### config.mk
export PLATFORM = sky130hd
export DESIGN_NAME = ix_queue
export DESIGN_NICKNAME = d
export VERILOG_FILES = /design/src/rtl/ix_pkg.sv /design/src/rtl/ix_queue.sv
export SDC_FILE = /design/constraint.sdc
export NUM_CORES = 2
export LEC_CHECK = 0
export BUFFER_PORTS_ARGS = -buffer_cell sky130_fd_sc_hd__buf_2
export CAP_MARGIN = 5
export CORE_UTILIZATION = 35
export CTS_BUF_LIST = sky130_fd_sc_hd__clkbuf_8
export DETAILED_ROUTE_END_ITERATION = 6
export PLACE_DENSITY = 0.53
export RECOVER_POWER = 25
export SLEW_MARGIN = 10
export SYNTH_ARGS = -nofsm -noshare
export SYNTH_HDL_FRONTEND = slang
export SYNTH_SLANG_ARGS = --single-unit
### constraint.sdc
create_clock -name clk -period 2.62 [get_ports clk]
set_input_delay 0.131 -clock clk [delete_from_list [all_inputs] [get_ports clk]]
set_output_delay 0.131 -clock clk [all_outputs]
set_load 0.005 [all_outputs]
### src/rtl/ix_pkg.sv
// rtl/ix_pkg.sv - decoded bundle width and field offsets shared by decode, issue queue and issue
package ix_pkg;

   localparam int IX_BUNDLE_W = 248;

   localparam int IX_PC_LSB       = 184;
   localparam int IX_PC_W         = 64;
   localparam int IX_BP           = 183;
   localparam int IX_BP_TRACK_LSB = 181;
   localparam int IX_BP_TRACK_W   = 2;
   localparam int IX_BT_LSB       = 117;
   localparam int IX_BT_W         = 64;
   localparam int IX_OP_LSB       = 113;
   localparam int IX_OP_W         = 4;
   localparam int IX_RD_LSB       = 108;
   localparam int IX_RS1_LSB      = 103;
   localparam int IX_RS2_LSB      = 98;
   localparam int IX_REG_W        = 5;
   localparam int IX_IMM_LSB      = 34;
   localparam int IX_IMM_W        = 64;
   localparam int IX_FU_LSB       = 30;
   localparam int IX_FU_W         = 4;
   localparam int IX_ALU_OP_LSB   = 24;
   localparam int IX_ALU_OP_W     = 6;
   localparam int IX_MEM_SIZE_LSB = 22;
   localparam int IX_MEM_SIZE_W   = 2;
   localparam int IX_MEM_SIGNED   = 21;
   localparam int IX_CSR_ADDR_LSB = 9;
   localparam int IX_CSR_ADDR_W   = 12;
   localparam int IX_CSR_OP_LSB   = 7;
   localparam int IX_CSR_OP_W     = 2;
   localparam int IX_LEGAL        = 6;
   localparam int IX_WB_EN        = 5;
   localparam int IX_IS_LOAD      = 4;
   localparam int IX_IS_STORE     = 3;
   localparam int IX_IS_BRANCH    = 2;
   localparam int IX_IS_JUMP      = 1;
   localparam int IX_FENCEI       = 0;

endpackage

### src/rtl/ix_queue.sv
// rtl/ix_queue.sv - decode-to-issue circular queue presenting the two oldest bundles for dual issue
module ix_queue
   import ix_pkg::*;
#(
   parameter int WIDTH = IX_BUNDLE_W,
   parameter int DEPTH = 4
) (
   input  logic                     clk,
   input  logic                     rst_n,
   input  logic [WIDTH-1:0]         dec_ix_bundle,
   input  logic                     dec_ix_valid,
   output logic                     dec_ix_ready,
   output logic [WIDTH-1:0]         ix_bundle0,
   output logic                     ix_valid0,
   output logic [WIDTH-1:0]         ix_bundle1,
   output logic                     ix_valid1,
   input  logic                     ix_pop0,
   input  logic                     ix_pop1,
   input  logic                     flush,
   output logic [$clog2(DEPTH):0]   ix_count
);

   localparam int PW = $clog2(DEPTH);
   localparam int CW = PW + 1;

   logic [WIDTH-1:0] r_mem [DEPTH];
   logic [PW-1:0]    r_rd_ptr;
   logic [PW-1:0]    r_wr_ptr;
   logic [CW-1:0]    r_count;

   logic             w_full;
   logic             w_push;
   logic             w_valid0;
   logic             w_valid1;
   logic [1:0]       w_npop;
   logic [PW-1:0]    w_rd_ptr1;

   // Ready looks only at registered occupancy so no input reaches any output.
   assign w_full    = (r_count == CW'(DEPTH));
   assign w_push    = dec_ix_valid & ~w_full;
   assign w_valid0  = (r_count != '0);
   assign w_valid1  = (r_count >= CW'(2));
   assign w_rd_ptr1 = r_rd_ptr + PW'(1);

   always_comb begin
      w_npop = 2'd0;
      if (ix_pop0 && ix_pop1 && w_valid1) begin
         w_npop = 2'd2;
      end else if (ix_pop0 && w_valid0) begin
         w_npop = 2'd1;
      end
   end

   always_ff @(posedge clk or negedge rst_n) begin
      if (!rst_n) begin
         r_rd_ptr <= '0;
         r_wr_ptr <= '0;
         r_count  <= '0;
      end else if (flush) begin
         r_rd_ptr <= '0;
         r_wr_ptr <= '0;
         r_count  <= '0;
      end else begin
         r_rd_ptr <= r_rd_ptr + PW'(w_npop);
         r_wr_ptr <= r_wr_ptr + PW'(w_push);
         r_count  <= r_count + CW'(w_push) - CW'(w_npop);
      end
   end

   always_ff @(posedge clk or negedge rst_n) begin
      if (!rst_n) begin
         for (int i = 0; i < DEPTH; i++) begin
            r_mem[i] <= '0;
         end
      end else if (w_push && !flush) begin
         r_mem[r_wr_ptr] <= dec_ix_bundle;
      end
   end

   assign dec_ix_ready = ~w_full;
   assign ix_valid0    = w_valid0;
   assign ix_valid1    = w_valid1;
   assign ix_bundle0   = r_mem[r_rd_ptr];
   assign ix_bundle1   = r_mem[w_rd_ptr1];
   assign ix_count     = r_count;

endmodule

==> metrics.yaml <==
status:
  outcome: "finished, violations left"
  violations: "capacitance limit, slew limit, setup timing"
worst_setup_path:
  critPathCaptureType: "output pin"
  critPathLaunch: "r_rd_ptr[1]$_DFF_PN0_"
  worstSetupEndpoint: "ix_bundle1[29]"
  critPathKind: "register to output pin"
  reg2reg_depth: 10
  cp_max_fo: 8
  rrSetupSlack_ns: 0.15
  regToRegEndpoint: "ix_count[2]$_DFF_PN0_"
  required_ns: 2.49
  start_kind: "register"
  crit_arrival_ns: 2.65
  r2r_start: "ix_count[0]$_DFF_PN0_"
global_route:
  grt_max_degree: 99
  grt_usage_pct: 19.7
  grt_pass1_vias: 33304
  grt_antenna_before_repair: 15
  overflow: 0
  grt_pass1_wl_um: 216000
floorplanning:
  io-pin-count: 756
  start_util_pct: 35.4
  fp.dieW_um: 379
  fp-row-count: 137
  coreArea_um2: 140000
  die_height_um: 379
  die_area_um2: 143000
yosys:
  synth_area_um2: 49700
  avgSynthCellArea_um2: 18.1
  yosysWarnings: 0
  syn-instance-count: 2742
  ys_types: 26
  ys_seq_elements: 999
  yosysSeqAreaShare_pct: 50.3
  syn_nets: 3002
timing:
  setup_violations: 443
  finalHoldViolations: 0
  hold_ws_ns: 0.104
  slew_violations: 19
  worst_pin_slew_ns: 2.39
  skew_ns: 0.0423
  setup_tns_ns: -42.23
  setup_slack_ns: -0.160
  min_period_over_period_pct: 106
  fmax_mhz: 360
  grt_setup_unrepaired: "yes"
  maxSlewHeadroom_pct: -59.1
  fin_crit_ns: 2.78
cts:
  clock_latency_ns: 0.87
  cts_tree: "built"
  clock_tree.root_cell: "clkbuf_8"
  cts_buffer_depth: 3
  cts.sink_count: 999
  h-tree-depth: 4
  clk_pin_slew_ns: 0.06
  numCtsBuffers: 179
placement:
  placed_cell_area_um2: 56600
  placedCellCount: 5302
  dp_hpwl_um: 95200
  gp_congestion: 0.779
  io_buffers: 755
layout:
  final_common_cell: "dfrtp_1"
  layout_common_cells: "dfrtp_1, mux2_2, buf_2, mux4_2, dlygate4sd3_1"
  area.growth.synth_to_final_pct: 33.4
  drive_gt1_share_pct: 65.2
  final_area_um2: 66300
  nets: 4312
  fin_cells: 6076
power_and_ir_drop:
  p_per_area_nw_per_um2: 1210
  vdd_ir_drop_max_v: 0.000616
  power_mw: 80.4
  p_leak_nw: 29.2
route:
  drt-total-wl_um: 148000
  initialDrtViolationCount: 1505
  wire_per_inst_um: 24.3
  drc: 0
  drtAntennaViolNets: 0
  viasPerCell: 5.26
  dr_total_vias: 31958
  first_pass_iters: 5
job:
  maxCapViolCount: 1
hold_path:
  hold_path.class: "primary input to register"
how the worst min path moves through the flow:
stage                  startpoint                     end  slack (ns)  cells past startpoint
2_1_floorplan               rst_n   ix_count[0]$_DFF_PN0_       -0.16                      0
3_3_place_gp                rst_n   r_mem[44]$_DFFE_PN0P_         0.1                      1
3_5_place_dp                rst_n   r_mem[44]$_DFFE_PN0P_         0.1                      1
4_1_cts        dec_ix_bundle[227]  r_mem[227]$_DFFE_PN0P_      0.0001                      3
5_1_grt        dec_ix_bundle[113]  r_mem[113]$_DFFE_PN0P_        0.03                      3
6_report       dec_ix_bundle[241]  r_mem[241]$_DFFE_PN0P_        0.10                      3
registers in the layout (all words and copies together) (netlist names):
name and flops:
r_wr_ptr 2, ix_count 3, r_rd_ptr 2, r_mem 992
logic make-up (layout without fill, tap and decap cells):
family	Yosys count	after routing	synth area share, %
AO/OA/AOI/OAI	1	1	0.0151
XOR/XNOR	4	4	0.0705
adder cells (fa/ha/maj)	6	6	0.166
buffers and inverters	224	1668	2.53
flip-flops	999	999	50.3
multiplexers	1488	1488	46.6
other	0	14	0
AND/OR/NAND/NOR	20	20	0.247
what timing repair did:
action / 4_1_cts / 5_1_grt
hold buffers: 359 / 0
resized for setup: 53 / 186
setup buffers: 20 / 28
cloned: 13 / 30
setup endpoints to repair: 496 / 495
endpoints found under the hold margin: 1972 / 0
routing by layer:
| metal | track usage [%] | part of all wire [%] |
|---|---|---|
| met5 | 0 | 0.030 |
| met4 | 5.69 | 2.4 |
| met3 | 6.65 | 8.1 |
| met2 | 31.4 | 48 |
| met1 | 25.5 | 41 |
worst max-delay path, stage by stage, from the launching register on:
cell	delay [ns]
dfrtp_4	0.43
buf_12	0.15
buf_16	0.17
buf_4	0.18
clkbuf_16	0.18
mux4_2	0.49
buf_2	0.16
final cells by class:
cell class / count / area, µm²
inverter: 4 / 15.0
tap: 1876 / 2350
sequential: 999 / 25000
fill: 12428 / 74000
antenna: 14 / 35.0
timing repair buffer: 1349 / 11900
clock inverter: 91 / 442
clock buffer: 224 / 3080
multi-input combinational: 1519 / 23400
synthesized netlist by cell type (all sizes together):
master,instances,share of area (%)
and2,2,0.025
and3,1,0.013
and4,1,0.023
buf,184,2.2
clkbuf,36,0.27
dfrtp,999,50
fa,1,0.040
ha,5,0.13
inv,4,0.030
mux2,992,24
mux4,496,22
nand3,1,0.010
nand4b,2,0.035
nor2,5,0.038
nor2b,4,0.050
nor3,1,0.010
o211ai,1,0.015
or2,1,0.013
or3,1,0.013
or3b,1,0.018
xnor2,3,0.053
xor2,1,0.018
metrics by stage:
step	setup slack, ns	utilization, %
2_1_floorplan	0.173	-
3_3_place_gp	0.0898	40.4
3_5_place_dp	0.119	40.4
4_1_cts	-0.289	46.1
5_1_grt	-0.302	47.2
6_report	-0.160	47.3
where the power goes:
part           switching, mW  internal, mW
logic                   14.8          23.7
registers               5.12          22.3
clock network           6.78          7.68
total                   26.7          53.6
(Power assumes the default switching activity.)
